<file path="config.mk">
export PLATFORM = sky130hd
export DESIGN_NAME = fetch_predictor
export DESIGN_NICKNAME = d
export VERILOG_FILES = /design/src/rtl/fetch_predictor.sv
export SDC_FILE = /design/constraint.sdc
export NUM_CORES = 2
export LEC_CHECK = 0
export CAP_MARGIN = 20
export CORE_MARGIN = 8
export CORE_UTILIZATION = 35
export DETAILED_ROUTE_END_ITERATION = 10
export PLACE_DENSITY_LB_ADDON = 0.25
export REMOVE_ABC_BUFFERS = 1
export SLEW_MARGIN = 20
export SYNTH_ARGS = -nofsm -noshare
export SYNTH_HDL_FRONTEND = slang
export SYNTH_SLANG_ARGS = --single-unit
</file>
<file path="constraint.sdc">
create_clock -name clk_i -period 5.1 [get_ports clk_i]
set_input_delay 0.765 -clock clk_i [delete_from_list [all_inputs] [get_ports clk_i]]
set_output_delay 0.765 -clock clk_i [all_outputs]
set_load 0.05 [all_outputs]
</file>
<file path="src/rtl/fetch_predictor.sv">
// rtl/fetch_predictor.sv - fetch PC register with a tagged 2-bit branch history/target table
//
// Purpose: generates the instruction fetch PC and a same-cycle taken prediction
// for it from a direct-mapped table of 2-bit saturating counters with tags and
// stored targets. Branches resolved in ID train the table and, on a wrong
// prediction, redirect the PC one cycle later and squash the IF/ID instruction.
//
// Optional feature macro: FETCH_PREDICTOR_STATS_EN
//   When defined, adds saturating 32-bit resolve/mispredict counters.
//
// Ports:
//   clk_i            in   clock, all state on rising edge
//   rst_i            in   synchronous active-high reset
//   start_i          in   run enable; low holds PC at RESET_PC
//   stall_i          in   hazard stall; holds PC
//   pc_o             out  current fetch PC (registered)
//   pred_taken_o     out  combinational prediction for pc_o
//   resolve_valid_i  in   a branch resolved in ID this cycle
//   resolve_pc_i     in   PC of the resolved branch
//   resolve_taken_i  in   actual outcome
//   resolve_target_i in   actual taken target
//   resolve_pred_i   in   prediction made when the branch was fetched
//   flush_o          out  combinational squash of the IF/ID instruction
//   branch_cnt_o     out  (stats only) resolved-branch count
//   mispred_cnt_o    out  (stats only) mispredict count

module fetch_predictor #(
    parameter int              XLEN        = 32,
    parameter int              BHT_ENTRIES = 16,
    parameter logic [XLEN-1:0] RESET_PC    = '0
) (
    input  logic            clk_i,
    input  logic            rst_i,
    input  logic            start_i,
    input  logic            stall_i,
    output logic [XLEN-1:0] pc_o,
    output logic            pred_taken_o,
    input  logic            resolve_valid_i,
    input  logic [XLEN-1:0] resolve_pc_i,
    input  logic            resolve_taken_i,
    input  logic [XLEN-1:0] resolve_target_i,
    input  logic            resolve_pred_i,
    output logic            flush_o
`ifdef FETCH_PREDICTOR_STATS_EN
    ,
    output logic [31:0]     branch_cnt_o,
    output logic [31:0]     mispred_cnt_o
`endif
);

    localparam int IDX   = $clog2(BHT_ENTRIES);
    localparam int TAG_W = XLEN - IDX - 2;

    logic [XLEN-1:0]  r_pc;
    logic [1:0]       r_ctr    [BHT_ENTRIES];
    logic [BHT_ENTRIES-1:0] r_valid;
    logic [TAG_W-1:0] r_tag    [BHT_ENTRIES];
    logic [XLEN-1:0]  r_target [BHT_ENTRIES];

    logic [IDX-1:0]   w_fidx;
    logic [TAG_W-1:0] w_ftag;
    logic             w_pred;
    logic             w_mispredict;
    logic [XLEN-1:0]  w_next_pc;
    logic [IDX-1:0]   w_ridx;
    logic [TAG_W-1:0] w_rtag;
    logic             w_rhit;
    logic [1:0]       w_ctr_next;

    // Fetch-side lookup; reads the table before any same-cycle update lands.
    assign w_fidx = r_pc[IDX+1:2];
    assign w_ftag = r_pc[XLEN-1:IDX+2];
    assign w_pred = ~rst_i & r_valid[w_fidx] & r_ctr[w_fidx][1] & (r_tag[w_fidx] == w_ftag);

    assign w_mispredict = resolve_valid_i & (resolve_taken_i != resolve_pred_i);

    assign pc_o         = r_pc;
    assign pred_taken_o = w_pred;
    assign flush_o      = w_mispredict & ~rst_i;

    // Reset is handled in the register itself; this is the non-reset priority chain.
    always_comb begin
        w_next_pc = r_pc + XLEN'(4);
        if (!start_i) begin
            w_next_pc = RESET_PC;
        end else if (w_mispredict) begin
            w_next_pc = resolve_taken_i ? resolve_target_i : (resolve_pc_i + XLEN'(4));
        end else if (stall_i) begin
            w_next_pc = r_pc;
        end else if (w_pred) begin
            w_next_pc = r_target[w_fidx];
        end
    end

    // Resolve-side update. An invalid entry counts as a miss, so a taken
    // resolution into it allocates with a weakly-taken counter.
    assign w_ridx = resolve_pc_i[IDX+1:2];
    assign w_rtag = resolve_pc_i[XLEN-1:IDX+2];
    assign w_rhit = r_valid[w_ridx] & (r_tag[w_ridx] == w_rtag);

    always_comb begin
        w_ctr_next = r_ctr[w_ridx];
        if (resolve_taken_i) begin
            if (!w_rhit) begin
                w_ctr_next = 2'd2;
            end else if (r_ctr[w_ridx] != 2'd3) begin
                w_ctr_next = r_ctr[w_ridx] + 2'd1;
            end
        end else if (r_ctr[w_ridx] != 2'd0) begin
            w_ctr_next = r_ctr[w_ridx] - 2'd1;
        end
    end

    always_ff @(posedge clk_i) begin
        if (rst_i) begin
            r_pc    <= RESET_PC;
            r_valid <= '0;
            for (int k = 0; k < BHT_ENTRIES; k++) begin
                r_ctr[k]    <= 2'd1;
                r_tag[k]    <= '0;
                r_target[k] <= '0;
            end
        end else begin
            r_pc <= w_next_pc;
            // Training ignores start_i and stall_i on purpose.
            if (resolve_valid_i) begin
                r_ctr[w_ridx] <= w_ctr_next;
                if (resolve_taken_i) begin
                    r_valid[w_ridx]  <= 1'b1;
                    r_tag[w_ridx]    <= w_rtag;
                    r_target[w_ridx] <= resolve_target_i;
                end
            end
        end
    end

`ifdef FETCH_PREDICTOR_STATS_EN
    logic [31:0] r_branch_cnt;
    logic [31:0] r_mispred_cnt;

    always_ff @(posedge clk_i) begin
        if (rst_i) begin
            r_branch_cnt  <= '0;
            r_mispred_cnt <= '0;
        end else begin
            if (resolve_valid_i && (r_branch_cnt != 32'hFFFF_FFFF)) begin
                r_branch_cnt <= r_branch_cnt + 32'd1;
            end
            if (w_mispredict && (r_mispred_cnt != 32'hFFFF_FFFF)) begin
                r_mispred_cnt <= r_mispred_cnt + 32'd1;
            end
        end
    end

    assign branch_cnt_o  = r_branch_cnt;
    assign mispred_cnt_o = r_mispred_cnt;
`endif

endmodule
</file>
Word-level counts from Yosys, hierarchy flattened
Memories as Yosys holds them, arrays and structs flattened. A register that Yosys moved wholly into a read port is not among the register bits.
Index checks and enable logic that the tools add are counted.
{ "op_classes": {"eq_ne": 5, "muxes": 38, "addsub": 4, "magnitude_cmp": 3, "bitwise_logic": 9, "n_reduce_logical": 7} }
{ "ops": {"columns": ["cell", "count"], "rows": [
  ["$mux W32", 5],
  ["$add A32 B3 Y32 const B", 2],
  ["$eq A26 B26 Y1", 2],
  ["$mux W4", 9],
  ["$reduce_or A32 Y1", 1],
  ["$mux W26", 1],
  ["$reduce_or A26 Y1", 1],
  ["$or A16 B16 Y16", 1],
  ["$mux W1", 15],
  ["$lt A4 B5 Y1 const B", 2],
  ["$mux W2", 5],
  ["$bmux W1 S4", 2],
  ["$and A1 B1 Y1", 6],
  ["$demux W1 S4", 1],
  ["$ge A4 B1 Y1 const B", 1],
  ["$reduce_or A2 Y1", 2],
  ["$add A2 B1 Y2 const B", 1],
  ["$ne A2 B1 Y1 const B", 1],
  ["$ne A2 B2 Y1 const B", 1],
  ["$not A1 Y1", 2],
  ["$reduce_and A2 Y1", 1],
  ["$reduce_bool A2 Y1", 1],
  ["$sub A2 B1 Y2 const B", 1],
  ["$logic_and A1 B1 Y1", 1],
  ["$ne A1 B1 Y1", 1]
]} }
{ "totals": {"regBits": 48, "in_bits": 71, "mem_bits_rw": 960, "output_inout_bits": 34, "mem_count": 3, "wordCells": 71} }
{ "memory_table": {"columns": ["name", "words", "word_bits", "read_ports", "rd_ports_with_merged_regs", "write_ports", "line_no", "rtl"], "rows": [
  ["r_target", 16, 32, 1, 1, 16, "58", "logic [XLEN-1:0] r_target [BHT_ENTRIES];"],
  ["r_tag", 16, 26, 2, 1, 16, "57", "logic [TAG_W-1:0] r_tag [BHT_ENTRIES];"],
  ["r_ctr", 16, 2, 2, 1, 16, "55", "logic [1:0] r_ctr [BHT_ENTRIES];"]
]} }

Depth between registers and ports, before layout
{ "depth": {"depth_word": 10, "depth_mapped": 15, "ltp_nobuf": 10} }

Worst setup path after synthesis
Ideal clock, no wire load.
{ "synth_path": {"kind": "input port to flip-flop", "from": "in resolve_pc_i[5]", "to": "mem r_tag[12][0] (netlist bit) (enable)", "setup_time_ps": 425, "slack_ps": 1040, "t_arrival_ps": 3634, "path_stages": 8, "t_required_ps": 4675, "n_path_buf": 4, "cell_sequence": "clkbuf_1 -> clkbuf_1 -> clkbuf_1 -> nand2_1 -> nor2_1 -> clkbuf_1 -> nand2_1 -> nand2b_1"} }
{ "synth_lines": {"columns": ["item", "line_no", "rtl"], "rows": [
  ["start: declaration", "39", "input logic [XLEN-1:0] resolve_pc_i,"],
  ["end: declaration", "57", null]
]} }

==> metrics.txt <==
outcome completed; Hold Vio Cnt, Final 0; Ys Warns 0; Post-Synthesis Cell Area 50700 µm²; RSZ-0062 raised after global routing false; multiplexer share of the synthesized area about a fifth; drt wl/cell between 30 and 40 µm; clock latency on the worst-skew pair approximately 0.74 ns; max-slew violation count 0; Yosys top cell by area edfxtp_1; max_cap viols 0; largest family of logic cells by synthesized area multiplexers; IO Pins around 110; final WL around 190000 µm; Final GP Congestion roughly 0.91; initial antenna violation count 17; Yosys top cell area share 56.9%; Adder-Cell Fraction of Synth Area less than 1%; Least-Margin Pin Slew slightly above 1 ns; pwr dens 341 nW/µm²; Max FO, Critical Path 15; DRT antenna net count 0; Reg2Reg Depth 10; WHS Endpoint r_valid[11]; Die X 397 µm; syn_area_per_cell between 10 and 15 µm²; Async S/R FF share, synth 0%; NumNets Final roughly 3700; Synth Area in XOR/XNOR approximately 1.6%; worst hold path stage count 2; Clock Skew 0.0212 ns; Yosys reg bits between 1000 and 1500; initial DRC count 4777; drt first pass iters 6; setup TNS 0 ns; CTS sink count 1012; # setup viols final 0; final instance area 57900 µm²; Unique masters post-synth 72; # DRC 0; CTS tree built; synth-to-layout area growth 14.3%; TritonCTS Buffers around 110; GRT Total Usage 23.6%; share of cells above drive strength 1 between 20 and 25%; sequential fraction of the synthesis area between 50% and 60%; clock buffer depth 3; post-synthesis compound-gate area fraction approximately 2.7%; Starting Density 35.3%; Vias between 30000 and 40000; type of the worst setup path reg -> out; Cell Rows about 140; Post-Synth Simple-Gate Area between 10% and 20%; hold_sp r_valid[11]; Post-Syn Instances around 3600; H-tree lvl count 3; most common cell in the synthesized netlist edfxtp_1; clock root buffer master clkbuf_16; number of synthesized flops with an enable pin 960; setup slack, reg-to-reg 0.81 ns; global-route wire length before repair between 200000 and 300000 µm; VDD IR max roughly 250 µV; Critical Path End Type output pin; FF-to-FF End pc_o[19]; Fillers roughly 13000; die area 157000 µm²; vias per cell ~6; core area approximately 140000 µm²; max_slew headroom a little under a third; IO buf count 104; startpoint types flop; post-route minimum period a little over 5 ns; top cells by area, synth edfxtp_1, mux4_2, and3_1; most frequent cells after synthesis edfxtp_1, nor2_1, and3_1; predominant post-synthesis flop cell edfxtp_1; hold buffers post-CTS 0; DP Area ~55000 µm²; arrival time at the worst endpoint between 4 and 5 ns; gr ovfl total 0; Min-Delay Path Class reg -> reg; total power ~20 mW; Worst-path clk slew 0.06 ns; vias in the first global route around 34000; dpl hpwl between 100000 and 150000 µm; Crit path required time 4.34 ns; setup ws final about 0.070 ns; crit share post-route approximately 99%; Leak Pwr roughly 20 nW; die height 397 µm; Fmax 0.199 GHz; largest net degree at the start of global routing 147; dpl ws about 0.16 ns; final core occ approximately 40%
[sequential cells by signal, indices dropped and copies added (netlist names), named ones only]
| register | cells |
|---|---|
| r_valid | 16 |
| pc_o | 32 |
| r_ctr | 32 |
| r_tag | 416 |
| r_target | 512 |
[routing by layer]
| layer | global-route usage (%) | share of wire [%] | up-vias | wire [µm] |
|---|---|---|---|---|
| li1 | - | - | 14000 | - |
| met1 | 32.3 | 40 | 18200 | 76000 |
| met2 | 36.8 | 46 | 2003 | 87500 |
| met3 | 5.10 | 10 | 418 | 19000 |
| met4 | 8.76 | 4.0 | 2 | 7630 |
| met5 | 0 | 0.0084 | - | 16 |
[placed cells by master, fill, tap and decap left out, types with 36 or more instances in the layout]
| cell | instances |
|---|---|
| o21ai_0 | 64 |
| nand3_1 | 36 |
| dfxtp_1 | 48 |
| xnor2_1 | 58 |
| mux2_2 | 41 |
| and3_1 | 471 |
| nand2_1 | 136 |
| buf_4 | 150 |
| mux4_2 | 373 |
| nor3_1 | 43 |
| clkdlybuf4s50_1 | 96 |
| mux2i_1 | 91 |
| clkbuf_16 | 110 |
| edfxtp_1 | 960 |
| nor2_1 | 532 |
[power by group]
group          internal (mW)  total [mW]  switching (mW)
Sequential              9.51        9.74           0.231
Clock                   4.28        7.72            3.44
Combinational          0.922        2.30            1.38
[through the flow]
stage / hold slack [ns] / cells
3_3_place_gp: 0.473 / 5449
4_1_cts: 0.488 / 5650
6_report: 0.490 / 5657
3_5_place_dp: 0.479 / 5449
5_1_grt: 0.522 / 5651
2_1_floorplan: 0.447 / 3260
[cells by family after synthesis]
kind of cell / count (synthesis)
AO/OA/AOI/OAI: 211
multiplexers: 505
AND/OR/NAND/NOR: 1407
flip-flops: 1012
adder cells (fa/ha/maj): 5
buffers and inverters: 413
XOR/XNOR: 93
[critical path, cell delays in order, from the launching register on]
cell and delay (ns):
dfxtp_4 0.58, buf_4 0.42, mux4_2 0.55, a22oi_1 0.20, nand2_1 0.14, xnor2_2 0.41, nand3b_1 0.25, nor3b_1 0.32
and4_1 0.24, buf_4 0.21, buf_12 0.16
[how the worst max path moves through the flow]
stage / from / to / slack [ns] / cells past startpoint
after floorplan: flop / pc_o[1] / -6.29 / 9
after global placement: resolve_pc_i[2] / r_ctr[2][1] / 0.17 / 13
after detailed placement: resolve_pc_i[2] / r_ctr[0][1] / 0.16 / 13
after CTS: flop / pred_taken_o / 0.09 / 10
after global routing: flop / pred_taken_o / 0.004 / 10
final: flop / pred_taken_o / 0.07 / 10
[cell type report]
type | count | area [µm²] | share of cell area, %
diodes | 7 | 17.5 | 0.0302
clock buffers | 140 | 2930 | 5.05
clock inverters | 60 | 438 | 0.756
inverters | 27 | 103 | 0.177
multi-input cells | 2221 | 19400 | 33.4
flip-flops and latches | 1012 | 29900 | 51.6
well taps | 1903 | 2380 | 4.11
repair buffers | 287 | 2840 | 4.91
[repair_timing]
item	4_1_cts	5_1_grt
buffers inserted	1	0
setup endpoints to repair	1	0
resized for setup	2	0
Power figures use the tool's default switching activity.
